--- config.mk ---
export PLATFORM = sky130hd
export DESIGN_NAME = regfile_psr
export DESIGN_NICKNAME = d
export VERILOG_FILES = /design/src/rtl/regfile_psr_pkg.sv /design/src/rtl/regfile_psr_psr_reg.sv /design/src/rtl/regfile_psr.sv
export SDC_FILE = /design/constraint.sdc
export NUM_CORES = 1
export LEC_CHECK = 0
export BUFFER_PORTS_ARGS = -buffer_cell sky130_fd_sc_hd__buf_2
export CORE_MARGIN = 10
export CORE_UTILIZATION = 62
export DETAILED_ROUTE_END_ITERATION = 10
export PLACE_DENSITY = 0.88
export SLEW_MARGIN = 20
export SYNTH_ARGS = -nofsm -noshare
export SYNTH_HDL_FRONTEND = slang
export SYNTH_SLANG_ARGS = --single-unit
--- constraint.sdc ---
create_clock -name clk -period 8.76 [get_ports clk]
set_input_delay 0.438 -clock clk [delete_from_list [all_inputs] [get_ports clk]]
set_output_delay 0.438 -clock clk [all_outputs]
set_load 0.02 [all_outputs]
--- src/rtl/regfile_psr_pkg.sv ---
// Shared widths, PSR flag bit positions and ALU opcodes for the 16-bit datapath.
package regfile_psr_pkg;

    localparam int unsigned DATA_W = 16;
    localparam int unsigned NREGS  = 16;
    localparam int unsigned ADDR_W = 4;
    localparam int unsigned FLAG_W = 5;

    // PSR bit order {Z, C, F, L, N}
    localparam int unsigned FLAG_Z = 4;
    localparam int unsigned FLAG_C = 3;
    localparam int unsigned FLAG_F = 2;
    localparam int unsigned FLAG_L = 1;
    localparam int unsigned FLAG_N = 0;

    typedef enum logic [3:0] {
        ALU_ADD  = 4'h0,
        ALU_ADDU = 4'h1,
        ALU_ADDC = 4'h2,
        ALU_SUB  = 4'h3,
        ALU_SUBC = 4'h4,
        ALU_CMP  = 4'h5,
        ALU_AND  = 4'h6,
        ALU_OR   = 4'h7,
        ALU_XOR  = 4'h8,
        ALU_NOT  = 4'h9,
        ALU_LSH  = 4'hA,
        ALU_RSH  = 4'hB,
        ALU_ASH  = 4'hC,
        ALU_MOV  = 4'hD,
        ALU_LUI  = 4'hE,
        ALU_NOP  = 4'hF
    } alu_op_e;

endpackage

--- src/rtl/regfile_psr_psr_reg.sv ---
// Processor status register: per-bit write-masked flag storage with async clear.
module psr_reg
    import regfile_psr_pkg::*;
#(
    parameter int unsigned WIDTH = FLAG_W
) (
    input  logic             clk,
    input  logic             reset,
    input  logic [WIDTH-1:0] flags,
    input  logic [WIDTH-1:0] we,
    output logic [WIDTH-1:0] q
);

    always_ff @(posedge clk or posedge reset) begin
        if (reset) begin
            q <= '0;
        end else begin
            q <= (q & ~we) | (flags & we);
        end
    end

endmodule

--- src/rtl/regfile_psr.sv ---
// Register file, immediate operand mux and PSR for the 16-bit ALU datapath.
// Optional macro REGFILE_BYPASS_EN enables same-cycle write-through forwarding.
module regfile_psr
    import regfile_psr_pkg::*;
#(
    parameter int unsigned DATA_W = regfile_psr_pkg::DATA_W,
    parameter int unsigned NREGS  = regfile_psr_pkg::NREGS,
    parameter int unsigned ADDR_W = regfile_psr_pkg::ADDR_W,
    parameter int unsigned FLAG_W = regfile_psr_pkg::FLAG_W
) (
    input  logic              clk,
    input  logic              reset,
    input  logic [ADDR_W-1:0] rsrc_addr,
    input  logic [ADDR_W-1:0] rdst_addr,
    input  logic [7:0]        imm,
    input  logic              imm_sel,
    input  logic              imm_signed,
    output logic [DATA_W-1:0] op_a,
    output logic [DATA_W-1:0] op_b,
    output logic              cin,
    input  logic [DATA_W-1:0] wb_data,
    input  logic              wb_en,
    input  logic [FLAG_W-1:0] alu_flags,
    input  logic [FLAG_W-1:0] flags_we,
    output logic [FLAG_W-1:0] psr
);

    logic [DATA_W-1:0] regs [NREGS];
    logic [DATA_W-1:0] rd_a;
    logic [DATA_W-1:0] rd_b;
    logic [DATA_W-1:0] imm_ext;

    always_ff @(posedge clk or posedge reset) begin
        if (reset) begin
            for (int unsigned i = 0; i < NREGS; i++) begin
                regs[i] <= '0;
            end
        end else if (wb_en) begin
            regs[rdst_addr] <= wb_data;
        end
    end

    psr_reg #(
        .WIDTH (FLAG_W)
    ) u_psr (
        .clk   (clk),
        .reset (reset),
        .flags (alu_flags),
        .we    (flags_we),
        .q     (psr)
    );

    always_comb begin
        rd_a = regs[rsrc_addr];
        rd_b = regs[rdst_addr];
        cin  = psr[FLAG_C];
`ifdef REGFILE_BYPASS_EN
        // rdst_addr is the write index, so a register-mode op_b always hits when wb_en is set
        if (wb_en && (rsrc_addr == rdst_addr)) begin
            rd_a = wb_data;
        end
        if (wb_en) begin
            rd_b = wb_data;
        end
        if (flags_we[FLAG_C]) begin
            cin = alu_flags[FLAG_C];
        end
`endif
    end

    always_comb begin
        if (imm_signed) begin
            imm_ext = {{(DATA_W-8){imm[7]}}, imm};
        end else begin
            imm_ext = {{(DATA_W-8){1'b0}}, imm};
        end
    end

    assign op_a = rd_a;
    assign op_b = imm_sel ? imm_ext : rd_b;

endmodule

After elaboration in Yosys (flattened, before gate mapping)

Index checks and enable logic that the tools add are counted.

Order comparisons: 3
Mux-type cells: 11
Bitwise operators: 6
Reduce and logical (&&, ||, !) cells: 1

Operators by type and width:

| kind                                                                 | number |
|---|---|
| 256-bit bitwise mux                                                  | 1 |
| 16-bit binary-select mux with 4-bit select                           | 2 |
| 16-bit 2-to-1 mux                                                    | 7 |
| 16-bit demux with 4-bit select                                       | 1 |
| 5-bit AND                                                            | 2 |
| 5-bit >= comparator, second input constant                           | 2 |
| 4-bit inverter with 5-bit output                                     | 2 |
| 5-bit by 1-bit < comparator with 1-bit output, second input constant | 1 |
| 5-bit inverter                                                       | 1 |
| 5-bit bitwise OR                                                     | 1 |
| 1-bit logical AND                                                    | 1 |

Bits in registers: 261
Input bits: 47
Output and inout bits: 38
Word-level logic and storage cells: 38

Depth between registers and ports, before layout

Gate-level depths: netlist of run 1.

Depth after elaboration: 6
Gate-level depth with buffers: 8

Hierarchy

From an unflattened synthesis of run 1, not the netlist that was laid out.

Cell total of the unflattened synthesis: 843
Area total of the unflattened synthesis: 13954.6 um^2

By module, submodules not included:

| module      | times used | cells each | area each (um^2) | sequential area each (um^2) |
|---|---|---|---|---|
| regfile_psr | 1          | 832        | 13750.7          | 6406.1 |
| psr_reg     | 1          | 11         | 203.9            | 125.1 |

Least setup slack after synthesis of run 1

Ideal clock, no wire load.

Path type: in2out
From: in rdst_addr[3]
To: out op_b[4]
Data arrival time: 1.882 ns
Data required time: 8.322 ns
Path slack: 6.440 ns
Stages: 7
Buffers on the path: 3
Cells stage by stage: buf_6 buf_6 buf_6 or3b_2 o22ai_1 nor4_1 a21oi_1

Word-level cells in the longest chain between the ends: 5

Ends and longest elaborated chain:

| item                                                   | RTL line          | RTL |
|---|---|---|
| start: declaration                                     | regfile_psr.sv:14 | `input logic [ADDR_W-1:0] rdst_addr,` |
| 4-bit inverter with 5-bit output (implied by the code) | regfile_psr.sv:55 | `rd_b = regs[rdst_addr];` |
| 16-bit binary-select mux with 4-bit select             | regfile_psr.sv:55 |  |
| 16-bit 2-to-1 mux (implied by the code) (2 in series)  | regfile_psr.sv:55 |  |
| 16-bit 2-to-1 mux                                      | regfile_psr.sv:80 | `assign op_b = imm_sel ? imm_ext : rd_b;` |
| end: declaration                                       | regfile_psr.sv:19 | `output logic [DATA_W-1:0] op_b,` |

No other way between the ends. The select of a mux whose other input is x is not followed.

Final worst setup path of run 1

From: in rdst_addr[0]
To: out op_b[6]

The elaborated chain is that of the path after synthesis.

==> flow_metrics.tcl, run 1 <==
set metrics [dict create \
    avgSynthCellArea_um2 16.28 \
    power_uw 3793 \
    antenna_found_initial 1 \
    ys_seq_area_frac 0.4622 \
    grt_max_degree 102 \
    synth_fp_nets 915 \
    fp.dieH_um 171.0 \
    swShare 0.2733 \
    gp_congestion 0.8224 \
    registers.top_by_ff_count "regs" \
    multi_input_area_um2 7052 \
    hold_slack_ns 0.04653 \
    syn-instance-count 868 \
    cts_buffers 28 \
    cp_max_fo 42 \
    area_growth_pct 9.562 \
    initial_utilization 0.6280 \
    hp-class "primary input to asynchronous set/reset pin" \
    cts-htree-levels 1 \
    intPower_uw 2756 \
    viasPerCell 6.998 \
    power_frac_seq 0.451 \
    r2r-start "regs[230]" \
    setup_viol 0 \
    yosys-top-cells-area "dfrtp_1 46%, mux2_2 20%, mux4_2 19%" \
    period_minus_slack_ns 3.658 \
    synth_edf_count 0 \
    async_flop_share 1.000 \
    worst_slew_pin_slew_ns 1.214 \
    via_count 8594 \
    layout_commonest_cell "dfrtp_1" \
    fillers 1428 \
    mostFrequentLayoutCells "261 x dfrtp_1, 248 x mux2_2, 121 x mux4_2" \
    portBuffers 84 \
    p_comb_frac 0.233 \
    ys_warn_count 0 \
    status "completed" \
    ys.flop_type "dfrtp_1" \
    p_leak_uw 0.006656 \
    cts-root-buf "clkbuf_16" \
    globalRouteOverflowTotal 0 \
    nets 967 \
    critical_path_class "primary input to primary output" \
    cts.sinks 261 \
    critPathLaunchType "primary input" \
    reg.largest.list "regs: 256 flops" \
    synth_top_area_frac 0.4622 \
    cts_tree "done" \
    wl_per_cell_um 28.57 \
    grt_pass1_wl_um 54430 \
    syn_area_um2 14130 \
    tns_ns 0 \
    period_share 0.4175 \
    rows 55 \
    power_density_nw_per_um2 245.0 \
    ir_worst_vdd_mv 0.1585 \
    dr.pass1.iters 5 \
    fmax_ghz 0.2734 \
    postCtsSetupBuffers 0 \
    drt-total-wl_um 35090 \
    die_w_um 171.0 \
    synth_seq_cells 261 \
    hold_violations 0 \
    seq_area_um2 6531 \
    yosysUniqueCellTypes 38 \
    initialDrtViolationCount 929 \
    fin_worst_skew_ns 0 \
    ant_nets 0 \
    grtUsageTotal 0.2427 \
    clkPwrFrac 0.316 \
    drive_gt1_frac 0.5887 \
    grt_pass1_vias 9296 \
    cts_buffer_depth 3 \
    rsz0062_at_grt "false" \
    largest_reg_flops 256 \
    final_util 0.6880 \
    yosys.area.top_type "dfrtp_1" \
    required_ns 8.32 \
    slew_violations 0 \
    endpoint_kind "primary output" \
    slew_headroom 0.1899 \
    insertion_delay_ns 0.54 \
    cp-startpoint "rdst_addr[0]" \
    drv_cap 0 \
    cts-resized-gates 0 \
    core_um2 22500 \
    ctsHoldBuffers 0 \
    die-area_um2 29230 \
    num_io_pins 85 \
    switchingPower_uw 1037 \
    arrival_ns 3.22 \
    clk_pin_slew_worst_paths_ns 0.06 \
    drc_errors 0 \
    dp_hpwl_um 21030 \
]
-- per-stage QoR --
| step | instances | setup slack (ns) | area, um2 |
|---|---|---|---|
| after floorplan | 868 | 1.139 | 14130 |
| after global placement | 1175 | 5.170 | 14520 |
| after detailed placement | 1175 | 5.158 | 14530 |
| after CTS | 1226 | 5.143 | 15470 |
| after global routing | 1227 | 4.954 | 15480 |
| final | 1228 | 5.102 | 15480 |
-- cell type report --
| type | count | share of cell area |
|---|---|---|
| tap | 285 | 0.02303 |
| sequential | 261 | 0.4219 |
| inverter | 6 | 0.001940 |
| multi-input combinational | 521 | 0.4555 |
| clock buffer | 43 | 0.05479 |
| clock inverter | 8 | 0.006142 |
| timing repair buffer | 102 | 0.03645 |
| antenna | 2 | 0.0003233 |
-- worst paths after layout --
| check | to | slack (ns) | depth (start not counted) |
|---|---|---|---|
| max | op_b[6] | 5.10 | 7 |
| min | regs[241] | 0.05 | 2 |
| max reg2reg | regs[230] | 7.92 | 1 |
| min reg2reg | register | 0.51 | 1 |
| max in group asynchronous | regs[113] | 7.25 | 3 |
| min in group clk | register | 0.12 | 2 |
-- synthesized netlist by cell type (2+ instances only) --
cell      number
a21oi_1        5
a22oi_1        8
nand2_1       12
buf_2         26
mux2i_1       25
buf_8          3
nor3_1         2
nor2_1         2
buf_1          2
mux4_2       121
buf_4         13
mux2_2       248
buf_6         16
nand3b_4       2
a22o_1         5
mux2_1         3
nand3_1        9
nor2_2         9
mux2_4        20
nor2b_1        3
mux4_1        13
nor3b_2        2
inv_1          6
o21ai_0        2
o22ai_1       10
nand2b_1       4
nor4_1         5
dfrtp_1      261
or3_1          3
clkbuf_1      20
-- cells by family (layout without fill, tap and decap cells) --
logic type      count (synthesis)  after routing  synth area share
buf+inv                        86            159           0.03949
mux                           430            430            0.4560
flops                         261            261            0.4622
other cells                     0              2                 0
simple gates                   59             59           0.02692
compound gates                 32             32           0.01541
-- worst max-delay path, cell delays in order --
cell     delay (ns)
buf_4          0.61
buf_4          0.64
mux4_2         0.58
a22o_1         0.24
nor4_1         0.39
a21oi_1        0.08
buf_2          0.19
-- power groups by stage --
stage                     clock, uW  sequential, uW  combinational, uW
after floorplan                   0            1630                726
after global placement            0            1690                851
after detailed placement          0            1710                879
after CTS                      1210            1700                890
after global routing           1260            1740                943
final                          1200            1710                883
-- metal layers --
| metal | part of all wire | wire, um | track usage | vias to the layer above |
|---|---|---|---|---|
| met5 | 0 | 0 | 0 | - |
| met4 | 0.024 | 858 | 0.07599 | 0 |
| met3 | 0.077 | 2686 | 0.04724 | 75 |
| met2 | 0.50 | 17610 | 0.4049 | 402 |
| met1 | 0.40 | 13930 | 0.3153 | 4598 |
| li1 | - | - | - | 3519 |
No activity file was read; power rests on OpenSTA's default activity.
==> run 2: changes to the inputs <==
==> constraint.sdc (replaced) <==
create_clock -name clk -period 3.44 [get_ports clk]
set_input_delay 0.172 -clock clk [delete_from_list [all_inputs] [get_ports clk]]
set_output_delay 0.172 -clock clk [all_outputs]
set_load 0.02 [all_outputs]
==> flow_metrics.tcl, run 2 (synthesis results as in run 1) <==
set metrics [dict create \
    antenna_found_initial 0 \
    drv_cap 0 \
    setup_viol 0 \
    die_w_um 171.0 \
    grt_pass1_wl_um 58150 \
    drc_errors 0 \
    dr.pass1.iters 5 \
    critPathSlowestCell "a2111oi_0" \
    hp-class "primary input to register" \
    swShare 0.2791 \
    slew_violations 0 \
    cts_tree "done" \
    rsz0062_at_grt "false" \
    crit_chain "mux4_2 -> mux2i_1 -> a2111oi_0 -> a21o_1 -> buf_2" \
    fp.dieH_um 171.0 \
    cts-htree-levels 1 \
    seq_area_um2 6531 \
    drive_gt1_frac 0.5965 \
    endpoint_kind "primary output" \
    critPathMaxStageDelay_ns 0.76 \
    fillers 1389 \
    cts_buffers 27 \
    viasPerCell 7.090 \
    switchingPower_uw 2753 \
    cts_buffer_depth 3 \
    power_frac_seq 0.444 \
    worstHoldStart "wb_data[6]" \
    fin_worst_skew_ns 0 \
    hold_violations 0 \
    placed_cells 1199 \
    core_um2 22500 \
    area_growth_pct 11.98 \
    cp_max_fo 3 \
    ir_worst_vdd_mv 0.3924 \
    drt-total-wl_um 37310 \
    ant_nets 0 \
    rows 55 \
    multi_input_area_um2 7044 \
    period_minus_slack_ns 2.714 \
    grt_pass1_vias 9576 \
    via_count 8926 \
    crit_family "compound AO/OA/AOI/OAI gates" \
    p_comb_frac 0.235 \
    arrival_ns 2.54 \
    required_ns 3.27 \
    wl_per_cell_um 29.63 \
    die-area_um2 29230 \
    p_leak_uw 0.006849 \
    cp-startpoint "regs[215]" \
    initialDrtViolationCount 898 \
    reg.largest.list "regs: 256 flops" \
    power_uw 9866 \
    period_share 0.7889 \
    nets 1001 \
    worst_slew_pin_slew_ns 0.8321 \
    critical_path_class "register to primary output" \
    globalRouteOverflowTotal 0 \
    fmax_ghz 0.3685 \
    cts-resized-gates 0 \
    worstPathBufferInverterCount 1 \
    insertion_delay_ns 0.53 \
    cts.sinks 261 \
    finalNonFillerCells 1259 \
    largest_reg_flops 256 \
    layout_commonest_cell "dfrtp_1" \
    grtUsageTotal 0.2604 \
    dp_hpwl_um 23500 \
    portBuffers 84 \
    initial_utilization 0.6280 \
    clkPwrFrac 0.321 \
    critPathLaunchType "register" \
    power_density_nw_per_um2 623.5 \
    slew_headroom 0.4453 \
    clk_pin_slew_worst_paths_ns 0.06 \
    mostFrequentLayoutCells "261 x dfrtp_1, 248 x mux2_2, 121 x mux4_2" \
    gp_congestion 0.8612 \
    grt_max_degree 138 \
    intPower_uw 7113 \
    antenna_cells 0 \
    status "completed" \
    cts-root-buf "clkbuf_16" \
    registers.top_by_ff_count "regs" \
    num_io_pins 85 \
]
==> run 2: cell count changes in the layout (fill, tap and decap cells not counted), moves of 2 or more <==
cell           delta
clkinv_2          +2
diode_2           -2
buf_4            +21
dlygate4sd3_1    +11
bufinv_16         +2
clkbuf_1          -6
clkbuf_16         -2
buf_12            +4
==> run 2: metal layers <==
metal  share of wire  wire [um]  global-route usage  up-vias
met5               0          0                   0        -
met2            0.50      18660              0.4267      521
met1            0.38      14260              0.3420     4730
li1                -          -                   -     3561
met4           0.037       1374              0.1055        0
met3           0.081       3011             0.04101      114
==> run 2: timing repair <==
item,4_1_cts,5_1_grt
buffers inserted,0,0
hold endpoints to repair,73,0
endpoints found under the setup margin,0,0
hold buffers,11,0
==> run 2: worst register-to-register path: stages, from the launching register on <==
cell and delay, ns:
dfrtp_1 0.38, mux2_2 0.26, dlygate4sd3_1 0.55
==> run 2: worst paths after layout <==
check                      cells past startpoint   endpoint  slack (ns)
setup / recovery                               5    op_b[7]        0.73
hold / removal                                 2  regs[230]        0.08
setup reg to reg                               2   register        2.13
hold reg to reg                                1   regs[96]        0.53
max in group asynchronous                      4  regs[141]        2.33
min in group asynchronous                      3   regs[65]        0.09
==> run 2: stage by stage <==
step	hold WS [ns]	setup TNS, ns	worst slack, ns	instance area, um2	utilization
finish	0.08104	0	0.7263	15820	0.7032
global route	0.09979	0	0.7705	15820	0.7032
CTS	0.07013	0	0.8347	15820	0.7032
detailed placement	0.1092	0	0.9301	14750	0.6554
global placement	0.1050	0	0.9592	14750	0.6554
floorplan	0.3236	-45.30	-0.1736	14130	-
==> run 2: power groups by stage <==
| stage | sequential (uW) | clock [uW] | combinational [uW] |
|---|---|---|---|
| finish | 4380 | 3170 | 2320 |
| global route | 4450 | 3330 | 2470 |
| CTS | 4350 | 3190 | 2320 |
| detailed placement | 4380 | 0 | 2280 |
| global placement | 4310 | 0 | 2190 |
| floorplan | 4160 | 0 | 1850 |
==> run 2: final cells by class <==
type	count	share of cell area
Clock inverter	13	0.01107
Clock buffer	36	0.04989
Timing Repair Buffer	137	0.05693
Tap cell	285	0.02254
Multi-Input combinational cell	521	0.4452
Inverter	6	0.001660
Sequential cell	261	0.4127
==> run 3: changes to the inputs <==
--- a/config.mk
+++ b/config.mk
@@ -7,9 +7,9 @@
 export LEC_CHECK = 0
 export BUFFER_PORTS_ARGS = -buffer_cell sky130_fd_sc_hd__buf_2
 export CORE_MARGIN = 10
-export CORE_UTILIZATION = 62
+export CORE_UTILIZATION = 56
 export DETAILED_ROUTE_END_ITERATION = 10
-export PLACE_DENSITY = 0.88
+export PLACE_DENSITY = 0.84
 export SLEW_MARGIN = 20
 export SYNTH_ARGS = -nofsm -noshare
 export SYNTH_HDL_FRONTEND = slang
==> constraint.sdc (replaced) <==
create_clock -name clk -period 2.2 [get_ports clk]
set_input_delay 0.11 -clock clk [delete_from_list [all_inputs] [get_ports clk]]
set_output_delay 0.11 -clock clk [all_outputs]
set_load 0.02 [all_outputs]
==> flow_metrics.tcl, run 3 (synthesis results as in run 1) <==
set metrics [dict create \
    slew_headroom 0.3755 \
    mostFrequentLayoutCells "261 x dfrtp_1, 248 x mux2_2, 132 x mux4_2" \
    grtUsageTotal 0.2326 \
    seq_area_um2 6531 \
    min_delay_worst_endpoint "regs[226]" \
    fp.dieH_um 178.9 \
    fillers 1648 \
    placed_area_um2 15150 \
    die_w_um 178.9 \
    ir_worst_vdd_mv 0.4280 \
    r2r_slack_ns 0.88 \
    wl_per_cell_um 27.36 \
    insertion_delay_ns 0.52 \
    cts-htree-levels 1 \
    drc_errors 0 \
    initial_utilization 0.5644 \
    gp_congestion 0.8539 \
    period_minus_slack_ns 2.271 \
    cts_buffer_depth 3 \
    ant_nets 0 \
    dr.pass1.iters 5 \
    finalNonFillerCells 1349 \
    cp_max_fo 3 \
    required_ns 2.09 \
    slew_violations 0 \
    setup_ws_ns -0.07065 \
    fin_worst_skew_ns 0 \
    min_path_cells 2 \
    rsz0062_at_grt "true" \
    failed_checks "setup timing" \
    cts-root-buf "clkbuf_16" \
    hp-class "primary input to register" \
    p_leak_uw 0.007068 \
    critical_path_class "register to primary output" \
    worst_slew_pin_slew_ns 0.9296 \
    layout_commonest_cell "dfrtp_1" \
    multi_input_area_um2 7058 \
    status "finished, violations left" \
    num_io_pins 85 \
    die-area_um2 31990 \
    initialDrtViolationCount 874 \
    grt_pass1_wl_um 57090 \
    nets 1047 \
    endpoint_kind "primary output" \
    critPathLaunchType "register" \
    cts.sinks 261 \
    power_density_nw_per_um2 931.5 \
    globalRouteOverflowTotal 0 \
    via_count 8963 \
    drive_gt1_frac 0.6310 \
    grt_max_degree 79 \
    area_growth_pct 16.09 \
    worstHoldStart "wb_data[2]" \
    registers.top_by_ff_count "regs" \
    arrival_ns 2.16 \
    clk_pin_slew_worst_paths_ns 0.06 \
    setup_viol 3 \
    reg.largest.list "regs: 256 flops" \
    grt_pass1_vias 9380 \
    cts_buffers 27 \
    dp_hpwl_um 23410 \
    hold_violations 0 \
    period_share 1.032 \
    portBuffers 84 \
    drt-total-wl_um 36910 \
    fmax_ghz 0.4404 \
    placed_cells 1272 \
    hold_slack_ns 0.03549 \
    antenna_found_initial 0 \
    final_cell_area_um2 16400 \
    drv_cap 0 \
    reg2regPathDepth 2 \
    largest_reg_flops 256 \
    core_um2 25040 \
    antenna_cells 0 \
    rows 58 \
    tns_ns -0.1079 \
    viasPerCell 6.644 \
    cts_tree "done" \
]
==> run 3: cell count changes in the layout (fill, tap and decap cells not counted), sizes merged <==
cell | before | now
buf | 126 | 172
bufinv | 4 | 2
clkbuf | 36 | 39
clkinvlp | 2 | 1
inv | 6 | 5
==> run 3: timing repair <==
| item | CTS | global route |
|---|---|---|
| pin swaps | 7 | 0 |
| gates resized for setup | 24 | 33 |
| endpoints found under the hold margin | 22 | 0 |
| endpoints found under the setup margin | 12 | 23 |
| hold buffers | 11 | 0 |
| setup buffers | 7 | 11 |
==> run 3: worst max-delay path by stage <==
stage                                       endpoint    startpoint  cells after the start  slack, ns
after global routing                         op_b[7]      regs[23]                      6      -0.13
after floorplan           asynchronous set/reset pin         reset                      1      -1.35
final                                        op_b[7]      regs[23]                      6      -0.07
after CTS                                    op_b[7]     regs[199]                      6      -0.06
after global placement                       op_b[8]  rdst_addr[0]                      7       0.09
after detailed placement                     op_b[8]  rdst_addr[0]                      7       0.08
==> run 3: report_power, final <==
part	switching (uW)	leakage [uW]	internal, uW
clock	1870	0.000445	2720
sequential	866	0.00320	5920
combinational	1430	0.00343	2480
total	4170	0.00707	11100
==> run 3: critical path, stage by stage (launching register included) <==
cell and delay [ns]:
dfrtp_1 0.40, mux4_2 0.49, mux2i_2 0.18, a2111oi_2 0.10, buf_4 0.16, a21o_1 0.15
buf_4 0.15
==> run 3: metrics by stage <==
step	setup WS, ns	util	total power, uW
finish	-0.07065	0.6552	15280
global route	-0.1273	0.6552	15930
CTS	-0.06013	0.6500	15140
detailed placement	0.07788	0.6052	10400
global placement	0.08631	0.6052	10220
floorplan	-1.352	-	9402
==> run 3: layer usage <==
layer	wire length, um	global-route usage	vias to the layer above	part of all wire
met3	2881	0.04044	84	0.078
met4	1235	0.08991	0	0.033
li1	-	-	3649	-
met5	0	0	-	0
met1	14460	0.3110	4800	0.39
met2	18340	0.3741	430	0.50
==> run 3: area by class of cell <==
class	instances	share of cell area
clock buffer	39	0.04820
clock inverter	9	0.006025
inverter	6	0.001602
multi-input combinational	521	0.4302
sequential	261	0.3981
tap	330	0.02517
timing repair buffer	183	0.09061
